===== src/rtl/tmp_edge_counter.sv =====
// -----------------------------------------------------------------------------
// tmp_edge_counter
//
// Time-to-digital style edge counter for a sensor front-end. A conversion is
// started with a one-cycle start request. The block then blanks for SETTLE_LEN
// cycles so the front-end can settle. After that it counts synchronised rising
// edges of cmp over a window of WIN_LEN cycles. The count saturates at
// 2^CNT_W-1 with a sticky overflow flag. It is handed to the consumer through
// a one-entry valid/ready output register.
//
// If the output register still holds an unconsumed result when a window ends,
// the new result is parked in HOLD until the register frees up. This gives
// one-deep pipelining of conversions.
//
// Parameters
//   CNT_W       width of the result code
//   WIN_LEN     counting window length in clk cycles (>= 1)
//   SETTLE_LEN  blanking cycles before the window (>= 1)
//
// Ports
//   clk         single clock, all flops on its rising edge
//   reset_n     asynchronous active-low reset (release synchronised externally)
//   cmp         comparator output, asynchronous to clk
//   start       one-cycle conversion request, honoured only in IDLE
//   abort       cancels an in-flight conversion (no effect in IDLE)
//   code        result: number of cmp rising edges seen in the window
//   code_valid  code/overflow hold an unconsumed result
//   code_ready  consumer accepts code when code_valid & code_ready
//   overflow    edge counter saturated during the window (qualified by code_valid)
//   busy        high whenever the block is not in IDLE
// -----------------------------------------------------------------------------
module tmp_edge_counter #(
    parameter int CNT_W      = 10,
    parameter int WIN_LEN    = 1023,
    parameter int SETTLE_LEN = 4
) (
    input  logic             clk,
    input  logic             reset_n,
    input  logic             cmp,
    input  logic             start,
    input  logic             abort,
    output logic [CNT_W-1:0] code,
    output logic             code_valid,
    input  logic             code_ready,
    output logic             overflow,
    output logic             busy
);

    // Counter widths are sized to hold the full length, not just length-1,
    // so a length of 1 still yields a legal non-zero width.
    localparam int SET_W = $clog2(SETTLE_LEN + 1);
    localparam int WIN_W = $clog2(WIN_LEN + 1);

    localparam logic [SET_W-1:0] SETTLE_LAST = SET_W'(SETTLE_LEN - 1);
    localparam logic [WIN_W-1:0] WIN_LAST    = WIN_W'(WIN_LEN - 1);
    localparam logic [SET_W-1:0] SET_ONE     = SET_W'(1);
    localparam logic [WIN_W-1:0] WIN_ONE     = WIN_W'(1);
    localparam logic [CNT_W-1:0] CNT_ONE     = CNT_W'(1);
    localparam logic [CNT_W-1:0] CNT_MAX     = {CNT_W{1'b1}};

    localparam logic [1:0] ST_IDLE   = 2'd0;
    localparam logic [1:0] ST_SETTLE = 2'd1;
    localparam logic [1:0] ST_COUNT  = 2'd2;
    localparam logic [1:0] ST_HOLD   = 2'd3;

    logic [1:0]       state;
    logic [1:0]       state_nxt;

    logic             s1;
    logic             s2;
    logic             s3;
    logic             sync_event;

    logic [SET_W-1:0] settle_cnt;
    logic [WIN_W-1:0] win_cnt;
    logic [CNT_W-1:0] edge_cnt;
    logic             ovf_acc;

    logic             at_max;
    logic [CNT_W-1:0] cnt_next;
    logic             ovf_next;
    logic             out_free;
    logic             win_done;
    logic             load;
    logic [CNT_W-1:0] load_code;
    logic             load_ovf;

    // -------------------------------------------------------------------------
    // cmp synchroniser: s1/s2 resolve metastability.
    // s3 is history, so a rising edge is a one-cycle event on s2 & ~s3.
    // -------------------------------------------------------------------------
    // NOTE: sequential state uses non-blocking (<=) assignments only, so every
    // flop samples the pre-edge value of every other flop regardless of order.
    always_ff @(posedge clk or negedge reset_n) begin
        if (!reset_n) begin
            s1 <= 1'b0;
            s2 <= 1'b0;
            s3 <= 1'b0;
        end else begin
            s1 <= cmp;
            s2 <= s1;
            s3 <= s2;
        end
    end

    assign sync_event = s2 & ~s3;

    // -------------------------------------------------------------------------
    // Datapath helpers
    // -------------------------------------------------------------------------
    assign at_max   = (edge_cnt == CNT_MAX);
    assign cnt_next = (sync_event && !at_max) ? (edge_cnt + CNT_ONE) : edge_cnt;
    assign ovf_next = ovf_acc | (sync_event & at_max);

    // The output register can take a new result this cycle when it is empty
    // or is being drained by a handshake in this same cycle.
    assign out_free = ~code_valid | code_ready;
    assign win_done = (state == ST_COUNT) && (win_cnt == WIN_LAST);

    // abort wins over a load in the same cycle.
    assign load = !abort && out_free && (win_done || (state == ST_HOLD));

    // In the final window cycle the count is still being updated, so take the
    // look-ahead value; in HOLD the accumulator is already final.
    assign load_code = (state == ST_HOLD) ? edge_cnt : cnt_next;
    assign load_ovf  = (state == ST_HOLD) ? ovf_acc  : ovf_next;

    // -------------------------------------------------------------------------
    // Next-state logic
    // -------------------------------------------------------------------------
    // NOTE: state_nxt is given a default before the case, so every path assigns
    // it and no latch is inferred.
    always_comb begin
        state_nxt = state;
        case (state)
            ST_IDLE: begin
                if (start) begin
                    state_nxt = ST_SETTLE;
                end
            end
            ST_SETTLE: begin
                if (abort) begin
                    state_nxt = ST_IDLE;
                end else if (settle_cnt == SETTLE_LAST) begin
                    state_nxt = ST_COUNT;
                end
            end
            ST_COUNT: begin
                if (abort) begin
                    state_nxt = ST_IDLE;
                end else if (win_cnt == WIN_LAST) begin
                    state_nxt = out_free ? ST_IDLE : ST_HOLD;
                end
            end
            ST_HOLD: begin
                if (abort || out_free) begin
                    state_nxt = ST_IDLE;
                end
            end
            default: begin
                state_nxt = ST_IDLE;
            end
        endcase
    end

    always_ff @(posedge clk or negedge reset_n) begin
        if (!reset_n) begin
            state <= ST_IDLE;
        end else begin
            state <= state_nxt;
        end
    end

    assign busy = (state != ST_IDLE);

    // -------------------------------------------------------------------------
    // Settle / window / edge counters
    // Counters are cleared on entry to their phase, so an abort needs no
    // explicit cleanup: stale contents are never observed.
    // -------------------------------------------------------------------------
    always_ff @(posedge clk or negedge reset_n) begin
        if (!reset_n) begin
            settle_cnt <= '0;
            win_cnt    <= '0;
            edge_cnt   <= '0;
            ovf_acc    <= 1'b0;
        end else begin
            case (state)
                ST_IDLE: begin
                    if (start) begin
                        settle_cnt <= '0;
                    end
                end
                ST_SETTLE: begin
                    settle_cnt <= settle_cnt + SET_ONE;
                    if (settle_cnt == SETTLE_LAST) begin
                        win_cnt  <= '0;
                        edge_cnt <= '0;
                        ovf_acc  <= 1'b0;
                    end
                end
                ST_COUNT: begin
                    win_cnt  <= win_cnt + WIN_ONE;
                    edge_cnt <= cnt_next;
                    ovf_acc  <= ovf_next;
                end
                default: begin
                    // HOLD: freeze the result, ignore events.
                end
            endcase
        end
    end

    // -------------------------------------------------------------------------
    // Output register. A load only happens when the register is free, so code
    // and overflow never change under an unconsumed result. A load together
    // with a handshake keeps code_valid high and presents the new code.
    // -------------------------------------------------------------------------
    always_ff @(posedge clk or negedge reset_n) begin
        if (!reset_n) begin
            code       <= '0;
            overflow   <= 1'b0;
            code_valid <= 1'b0;
        end else if (load) begin
            code       <= load_code;
            overflow   <= load_ovf;
            code_valid <= 1'b1;
        end else if (code_valid && code_ready) begin
            code_valid <= 1'b0;
        end
    end

endmodule


===== config.mk =====
export PLATFORM = sky130hd
export DESIGN_NAME = tmp_edge_counter
export DESIGN_NICKNAME = d
export VERILOG_FILES = /design/src/rtl/tmp_edge_counter.sv
export SDC_FILE = /design/constraint.sdc
export NUM_CORES = 1
export LEC_CHECK = 0
export ABC_AREA = 1
export CAP_MARGIN = 0
export CORE_ASPECT_RATIO = 1.75
export CORE_MARGIN = 3
export CORE_UTILIZATION = 55
export DETAILED_ROUTE_END_ITERATION = 12
export PLACE_DENSITY = 0.85
export SLEW_MARGIN = 20
export SYNTH_ARGS = -nofsm -noshare
export SYNTH_HDL_FRONTEND = slang
export SYNTH_SLANG_ARGS = --single-unit

===== constraint.sdc =====
create_clock -name clk -period 3.5 [get_ports clk]
set_clock_uncertainty 0.15 [all_clocks]
set_input_delay 0.7 -clock clk [delete_from_list [all_inputs] [get_ports clk]]
set_output_delay 0.7 -clock clk [all_outputs]
set_load 0.02 [all_outputs]

==> flow_summary_export.csv, run 1 <==
group,metric,value,unit
outcome,status,"finished, final reports clean",
global_route,antenna_found_initial,0,
cts,cts_buffers,5,
cts,clock_sinks,41,
sta,fmax,0.409,GHz
worst_hold_path,hp-start,"s1",
global_route,gr-total-overflow,0,
setup_path,crit_path_start,"state[0]",
final_layout,antenna_cells,0,
sta,setup_violations,0,
cts,cts_tree,"built",
global_route,grt_max_degree,42,
placement,port_buffers,18,
setup_path,cp.required,2.65,ns
setup_path,path_max_fanout,4,
synthesis,yosysSeqAreaShare,43.4,%
global_route,grt_pass1_vias,2061,
synthesis,ys_warn_count,0,
cts,postCtsSetupRepairBufs,0,
setup_path,r2r_start,"state[1]",
sta,rsz0062_at_grt,"no",
final_layout,areaGrowthSynthToFinish,13.2,%
floorplanning,design.die.area,5150,um2
setup_path,worstPathArrival,1.59,ns
route,via_count,2088,
global_route,grt_pass1_wl,8980,um
power_and_ir_drop,power.density,659,nW/um2
global_route,grt_usage,21.8,%
floorplanning,num_rows,30,
route,antenna_left,0,
floorplanning,die_y,92.7,um
cts,h-tree-depth,2,
synthesis,syn_inst,305,
synthesis,syn_area,2360,um2
route,drc,0,
sta,fin_crit_sh,69.8,%
sta,setup_tns,0,ns
route,drt_first_pass_iters,4,
sta,hold_viol,0,
cts,clk_latency,0.30,ns
cts,cts_hold_buf,0,
power_and_ir_drop,peakVddDrop,0.000554,V
route,via_per_inst,5.60,
job,maxCapViolCount,0,
final_layout,layoutNonFillerInstCount,373,
placement,dp_cells,365,
route,drtIter0Drc,89,
floorplanning,initial_core_util,58.8,%
route,wl_per_cell,14.1,um
power_and_ir_drop,p_leak,1.32,nW
route,routed_wl,5280,um
floorplanning,ios,19,
floorplanning,die_x,55.6,um
sta,maxSlewHeadroom,37.9,%
cts,cts_root_buf,"clkbuf_8",
cts,cts_resized,0,
final_layout,nets,335,
synthesis,ys_types,31,
placement,place_congestion,0.820,
final_layout,layout-drive-gt1-share,12.0,%
cts,clockBufferDepth,2,
sta,drv_slew,0,
sta,tightest_slew,0.931,ns
setup_path,cp-start-kind,"flip-flop",
setup_path,crit_type,"reg -> out",
worst_hold_path,min_path_type,"reg -> reg",
synthesis,syn-num-nets,316,
cts,cts.clk_slew.worst_paths,0.08,ns
synthesis,syn_area_per_cell,7.75,um2
floorplanning,design.core.area,4020,um2
setup_path,crit_path_end_kind,"primary output",
placement,hpwl,3820,um
synthesis,ys_ff_latch,41,
sta,post-route-min-period,2.44,ns
==> metrics by stage <==
step / hold WS (ns) / instance area [um2] / util, % / setup WS, ns / power (mW)
final: 0.201 / 2680 / 66.6 / 1.06 / 1.76
after global routing: 0.220 / 2680 / 66.6 / 1.02 / 1.87
after CTS: 0.205 / 2680 / 66.6 / 1.06 / 1.77
after detailed placement: 0.186 / 2560 / 63.7 / 1.33 / 1.37
after global placement: 0.183 / 2560 / 63.7 / 1.36 / 1.36
after floorplan: 0.181 / 2360 / - / 1.86 / 1.13
==> placed cells by master (no fill, tap or decap), types with 2 or more instances in the layout <==
master	Yosys	final
nand2_1	102	102
dfrtp_1	41	41
inv_1	33	33
nand3_1	27	27
o21ai_0	24	24
clkdlybuf4s50_1	0	17
nor2_1	12	12
a21oi_2	7	7
o21ai_1	7	7
a21oi_1	7	7
nor2_4	6	6
clkbuf_8	0	6
ha_1	5	5
nand4_1	4	4
nand2_2	4	4
inv_2	3	3
nand2_4	2	2
nor3_2	2	2
xor2_1	2	2
==> worst paths after layout <==
path                            depth (start not counted)  slack [ns]     endpoint
worst max-delay path                                    3        1.06         busy
worst min-delay path                                    0        0.20           s2
worst max register to register                          8        1.41     state[1]
worst min register to register                          0        0.20           s2
max in group asynchronous                               1        2.23   code_valid
min in group asynchronous                               1        0.39  edge_cnt[2]
==> synthesized netlist by cell type <==
| cell type | instances | area, um2 |
|---|---|---|
| nor3_2 | 2 | 20.0 |
| mux2i_1 | 1 | 10.0 |
| o21ai_0 | 24 | 120 |
| o21ai_1 | 7 | 35.0 |
| inv_4 | 1 | 6.26 |
| inv_1 | 33 | 124 |
| nor2_4 | 6 | 67.6 |
| buf_6 | 1 | 11.3 |
| or2_2 | 1 | 6.26 |
| a32o_1 | 1 | 10.0 |
| ha_1 | 5 | 62.6 |
| buf_2 | 4 | 20.0 |
| a22o_1 | 1 | 8.76 |
| nor2_2 | 1 | 6.26 |
| nand2_1 | 102 | 383 |
| a21oi_1 | 7 | 35.0 |
| nand2_4 | 2 | 22.5 |
| nand2_2 | 4 | 25.0 |
| xor2_1 | 2 | 17.5 |
| nand3_2 | 1 | 10.0 |
| o22ai_1 | 1 | 6.26 |
| nand4_1 | 4 | 25.0 |
| a21oi_2 | 7 | 61.3 |
| o21bai_2 | 1 | 11.3 |
| nand3_1 | 27 | 135 |
| dfrtp_1 | 41 | 1030 |
| nand3_4 | 1 | 17.5 |
| inv_2 | 3 | 11.3 |
| nor2_1 | 12 | 45.0 |
| nor3_4 | 1 | 16.3 |
| buf_4 | 1 | 7.51 |
==> state kept, by name, indices dropped and copies added (netlist names) <==
| signal | flops |
|---|---|
| code | 10 |
| edge_cnt | 10 |
| win_cnt | 10 |
| settle_cnt | 3 |
| state | 2 |
| code_valid | 1 |
| overflow | 1 |
| ovf_acc | 1 |
| s1 | 1 |
| s2 | 1 |
| s3 | 1 |
==> metal layers <==
metal  GRT usage (%)  part of all wire, %
met1            23.2                   38
met2            39.2                   54
met5               0                    0
met4            13.2                  4.1
met3            3.63                  3.2
==> cell families (layout without fill, tap and decap cells) <==
logic type,Yosys count,after routing,share of synthesized area (%)
AO/OA/AOI/OAI,49,49,12.2
XOR/XNOR,2,2,0.741
adder cells (fa/ha/maj),5,5,2.65
buffers and inverters,43,63,7.62
flip-flops,41,41,43.4
multiplexers,1,1,0.424
AND/OR/NAND/NOR,164,164,33.0
==> worst max-delay path, stage by stage (launching register included) <==
cell             delay (ns)
dfrtp_1                0.44
inv_1                  0.15
nand2_1                0.11
clkdlybuf4s50_1        0.60
==> where the power goes <==
part	switching [mW]	internal [mW]	total, mW
logic	0.417	0.258	0.675
registers	0.100	0.588	0.689
clock network	0.166	0.233	0.399
==> cell type report <==
class	count	area [um2]
multi-input combinational	221	1160
fill	319	1340
inverter	37	141
clock buffer	7	86.3
clock inverter	1	30.0
timing repair buffer	18	175
sequential	41	1030
tap	48	60.1
Power figures use the tool's default switching activity.
==> inputs of run 2 (changes only) <==
--- a/config.mk
+++ b/config.mk
@@ -9,9 +9,9 @@
 export CAP_MARGIN = 0
 export CORE_ASPECT_RATIO = 1.75
 export CORE_MARGIN = 3
-export CORE_UTILIZATION = 55
+export CORE_UTILIZATION = 52
 export DETAILED_ROUTE_END_ITERATION = 12
-export PLACE_DENSITY = 0.85
+export PLACE_DENSITY = 0.84
 export SLEW_MARGIN = 20
 export SYNTH_ARGS = -nofsm -noshare
 export SYNTH_HDL_FRONTEND = slang
==> constraint.sdc (replaced) <==
create_clock -name clk -period 2 [get_ports clk]
set_clock_uncertainty 0.15 [all_clocks]
set_input_delay 0.4 -clock clk [delete_from_list [all_inputs] [get_ports clk]]
set_output_delay 0.4 -clock clk [all_outputs]
set_load 0.02 [all_outputs]
==> flow_summary_export.csv, run 2 (synthesized netlist as in run 1, its figures left out) <==
group,metric,value,unit
global_route,grt_usage,22.0,%
setup_path,crit_end,"busy",
setup_path,crit_path_start,"state[0]",
sta,fin_crit_sh,95.7,%
setup_path,reg2reg_depth,10,
sta,post-route-min-period,1.91,ns
sta,setup_violations,0,
placement,dpl-instance-area,2610,um2
floorplanning,die_x,57.0,um
final_layout,nets,341,
cts,cts_tree,"built",
final_layout,layout-drive-gt1-share,13.6,%
floorplanning,die_y,95.2,um
global_route,gr-total-overflow,0,
placement,port_buffers,18,
route,wl_per_cell,14.1,um
setup_path,cp_cell_sequence,"inv_1 -> nand2_1 -> dlygate4sd2_1",
cts,clockBufferDepth,2,
final_layout,antenna_cells,0,
setup_path,cp.required,1.45,ns
sta,fmax,0.523,GHz
route,drt_first_pass_iters,4,
route,via_per_inst,5.51,
route,drc,0,
setup_path,path_max_fanout,4,
cts,cts_root_buf,"clkbuf_8",
route,via_count,2092,
final_layout,final_cell_mix,"nand2_1 (102), dfrtp_1 (41), inv_1 (33), nand3_1 (27), o21ai_0 (24)",
global_route,grt_pass1_vias,2103,
final_layout,finalInstanceArea,2720,um2
power_and_ir_drop,peakVddDrop,0.000879,V
sta,drv_slew,0,
sta,rsz0062_at_grt,"no",
power_and_ir_drop,power.density,1100,nW/um2
global_route,grt_pass1_wl,9330,um
setup_path,critPathSlowestCell,"dfrtp_1",
placement,place_congestion,0.930,
setup_path,regToRegEndpoint,"code[8]",
final_layout,biggestRegsByFlops,"code x10, edge_cnt x10, win_cnt x10",
floorplanning,initial_core_util,55.4,%
final_layout,final_common_cell,"nand2_1",
worst_hold_path,min_path_type,"reg -> reg",
sta,hold_viol,0,
setup_path,worstPathArrival,1.36,ns
route,drtIter0Drc,87,
cts,cts.clk_slew.worst_paths,0.08,ns
setup_path,r2r_start,"edge_cnt[1]",
floorplanning,design.core.area,4270,um2
route,routed_wl,5350,um
outcome,status,"finished, final reports clean",
setup_path,crit_type,"reg -> out",
cts,postCtsSetupRepairBufs,0,
cts,clock_sinks,41,
global_route,antenna_found_initial,0,
power_and_ir_drop,p_leak,1.35,nW
setup_path,cp-start-kind,"flip-flop",
placement,hpwl,4060,um
floorplanning,design.die.area,5420,um2
setup_path,regToRegSetupSlack,0.19,ns
cts,cts_buffers,5,
cts,clk_latency,0.30,ns
global_route,grt_max_degree,24,
floorplanning,ios,19,
sta,setup_tns,0,ns
floorplanning,num_rows,31,
route,antenna_left,0,
job,maxCapViolCount,0,
sta,maxSlewHeadroom,68.6,%
setup_path,crit_path_end_kind,"primary output",
setup_path,slowest_delay,0.44,ns
cts,h-tree-depth,2,
final_layout,areaGrowthSynthToFinish,14.9,%
sta,tightest_slew,0.472,ns
## run 2: cell count changes in the layout (fill, tap and decap cells not counted)
cell / change
buf_4: +4
bufinv_16: -1
buf_12: +1
clkbuf_1: -1
dlygate4sd3_1: +1
clkinv_4: +1
dlygate4sd2_1: +1
clkdlybuf4s50_1: -1
clkinv_2: +1
## run 2: area by class of cell
cell class | count | area (um2)
Sequential cell | 41 | 1030
Inverter | 37 | 141
Multi-Input combinational cell | 221 | 1160
Fill cell | 387 | 1550
Timing Repair Buffer | 24 | 234
Tap cell | 49 | 61.3
Clock buffer | 6 | 82.6
Clock inverter | 2 | 13.8
## run 2: timing repair
item / 4_1_cts / 5_1_grt
hold buffers: 1 / 0
endpoints found under the hold margin: 19 / 0
resized for setup: 1 / 0
setup endpoints to repair: 1 / 0
## run 2: worst max-delay path, delay by kind of cell (launching register included)
kind / cells / cell delay, ns
buffers and inverters: 2 / 0.53
DFF: 1 / 0.44
and+or+nand+nor: 1 / 0.10
## run 2: layer usage
metal | routed length (um) | track usage, %
met5 | 0 | 0
met3 | 155 | 4.34
met2 | 3020 | 40.1
met1 | 1940 | 23.0
met4 | 236 | 12.6
## run 2: worst min path at each step
stage          startpoint      end  slack, ns  depth (start not counted)
2_1_floorplan     reset_n  code[0]      -0.05                          0
3_3_place_gp           s1       s2       0.18                          0
3_5_place_dp           s1       s2       0.20                          0
4_1_cts                s1       s2       0.22                          0
5_1_grt                s1       s2       0.23                          0
6_report               s1       s2       0.21                          0
## run 2: per-stage QoR
step | utilization [%] | instances | power (mW) | setup slack [ns] | hold slack (ns)
2_1_floorplan | - | 305 | 1.97 | 0.458 | -0.0456
3_3_place_gp | 61.2 | 371 | 2.41 | 0.179 | 0.184
3_5_place_dp | 61.2 | 371 | 2.45 | 0.115 | 0.196
4_1_cts | 63.7 | 380 | 3.03 | 0.0866 | 0.215
5_1_grt | 63.7 | 380 | 3.21 | 0.0482 | 0.231
6_report | 63.7 | 380 | 3.00 | 0.0869 | 0.209
## run 2: power breakdown
part | switching, mW | leakage (nW) | internal, mW
logic | 0.745 | 0.744 | 0.479
registers | 0.172 | 0.551 | 1.03
clock network | 0.295 | 0.0512 | 0.280
==> inputs of run 3 (changes only) <==
--- a/config.mk
+++ b/config.mk
@@ -11,7 +11,8 @@
 export CORE_MARGIN = 3
 export CORE_UTILIZATION = 52
 export DETAILED_ROUTE_END_ITERATION = 12
-export PLACE_DENSITY = 0.84
+export GPL_TIMING_DRIVEN = 0
+export PLACE_DENSITY = 0.75
 export SLEW_MARGIN = 20
 export SYNTH_ARGS = -nofsm -noshare
 export SYNTH_HDL_FRONTEND = slang
==> flow_summary_export.csv, run 3 (synthesized netlist as in run 1, its figures left out) <==
group,metric,value,unit
job,maxCapViolCount,0,
global_route,grt_pass1_wl,9010,um
power_and_ir_drop,power.density,1090,nW/um2
setup_path,cp.required,1.45,ns
placement,place_congestion,0.858,
setup_path,reg2reg_depth,11,
final_layout,multi_input_area,1160,um2
worst_hold_path,worstHoldPathCells,0,
floorplanning,die_x,57.0,um
final_layout,final_cell_mix,"nand2_1 (102), dfrtp_1 (41), inv_1 (33), nand3_1 (27), o21ai_0 (24)",
global_route,gr-total-overflow,0,
final_layout,fillCellCount,396,
floorplanning,ios,19,
setup_path,regToRegSetupSlack,0.22,ns
cts,clk_latency,0.29,ns
placement,hpwl,3870,um
route,via_per_inst,5.36,
floorplanning,die_y,95.2,um
setup_path,r2r_start,"win_cnt[0]",
sta,fmax,0.524,GHz
sta,rsz0062_at_grt,"no",
route,routed_wl,5250,um
final_layout,layout-drive-gt1-share,14.1,%
cts,clock_sinks,41,
sta,fin_crit_sh,95.4,%
setup_path,path_max_fanout,4,
final_layout,final_common_cell,"nand2_1",
floorplanning,initial_core_util,55.4,%
route,wl_met3,125,um
setup_path,worstPathArrival,1.36,ns
global_route,grt_pass1_vias,2079,
floorplanning,design.core.area,4270,um2
global_route,grt_usage,21.4,%
outcome,status,"finished, final reports clean",
sta,maxSlewHeadroom,69.0,%
final_layout,final_util,64.0,%
cts,clockBufferDepth,2,
setup_path,regToRegEndpoint,"code[3]",
sta,post-route-min-period,1.91,ns
power_and_ir_drop,p_leak,1.36,nW
final_layout,biggestRegsByFlops,"code x10, edge_cnt x10, win_cnt x10",
worst_hold_path,hp-start,"s1",
route,antenna_left,0,
sta,holdWs,0.206,ns
floorplanning,design.die.area,5420,um2
cts,cts.clk_slew.worst_paths,0.08,ns
sta,tightest_slew,0.465,ns
setup_path,cp-start-kind,"flip-flop",
cts,cts_tree,"built",
route,wl_met2,2770,um
route,wl_per_cell,13.8,um
global_route,antenna_found_initial,0,
cts,cts_root_buf,"clkbuf_8",
final_layout,finalInstanceArea,2730,um2
route,drt_first_pass_iters,4,
cts,h-tree-depth,2,
floorplanning,num_rows,31,
placement,dpl-instance-area,2630,um2
sta,hold_viol,0,
route,met1_length,2030,um
route,drc,0,
worst_hold_path,hold_path_end,"s2",
power_and_ir_drop,p_total,2.97,mW
cts,cts_buffers,5,
final_layout,nets,343,
route,drtIter0Drc,73,
power_and_ir_drop,peakVddDrop,0.000824,V
global_route,grt_max_degree,25,
placement,port_buffers,18,
route,via_count,2046,
final_layout,regArea,1030,um2
cts,postCtsSetupRepairBufs,0,
route,top_layer,"met4",
final_layout,areaGrowthSynthToFinish,15.6,%
setup_path,crit_path_end_kind,"primary output",
sta,setup_violations,0,
worst_hold_path,min_path_type,"reg -> reg",
sta,drv_slew,0,
final_layout,antenna_cells,0,
setup_path,crit_type,"reg -> out",
-- run 3: repair_timing --
| action | 4_1_cts | 5_1_grt |
|---|---|---|
| resized for setup | 1 | 0 |
| hold buffers | 1 | 0 |
| endpoints found under the hold margin | 17 | 0 |
| endpoints found under the setup margin | 1 | 0 |
-- run 3: report_power, final --
part	internal (mW)	switching [mW]	leakage [nW]
sequential	1.03	0.155	0.551
clock	0.280	0.292	0.0512
combinational	0.479	0.732	0.755
total	1.79	1.18	1.36
-- run 3: layout make-up --
type                    instances  share of cell area (%)
plain buffers                   6                    1.42
clock buffers                   6                    3.02
clock inverters                 2                   0.504
inverters                      37                    5.17
multi-input cells             221                    42.4
flip-flops and latches         41                    37.5
well taps                      49                    2.24
repair buffers                 20                    7.74
-- run 3: critical path, stage by stage, from the launching register on --
cell	delay, ns
dfrtp_1	0.44
inv_1	0.20
nand2_1	0.10
dlygate4sd2_1	0.33
-- run 3: metrics by stage --
| step | setup TNS (ns) | cells | worst slack (ns) |
|---|---|---|---|
| CTS | 0 | 382 | 0.0846 |
| global route | 0 | 382 | 0.0535 |
| global placement | -28.42 | 372 | -0.695 |
| floorplan | 0 | 305 | 0.458 |
| finish | 0 | 382 | 0.0929 |
| detailed placement | 0 | 373 | 0.0792 |
-- run 3: how the worst max path moves through the flow --
stage                start            end  slack, ns
2_1_floorplan  edge_cnt[0]        code[7]       0.46
3_3_place_gp       reset_n  settle_cnt[1]      -0.69
3_5_place_dp    code_ready        code[2]       0.08
4_1_cts           state[0]           busy       0.08
5_1_grt           state[0]           busy       0.05
6_report          state[0]           busy       0.09
-- run 3: per-layer routing --
metal,GRT usage (%),vias to the layer above
li1,-,1028
met1,22.3,959
met2,38.2,38
met3,3.12,21
met4,15.3,0
met5,0,-
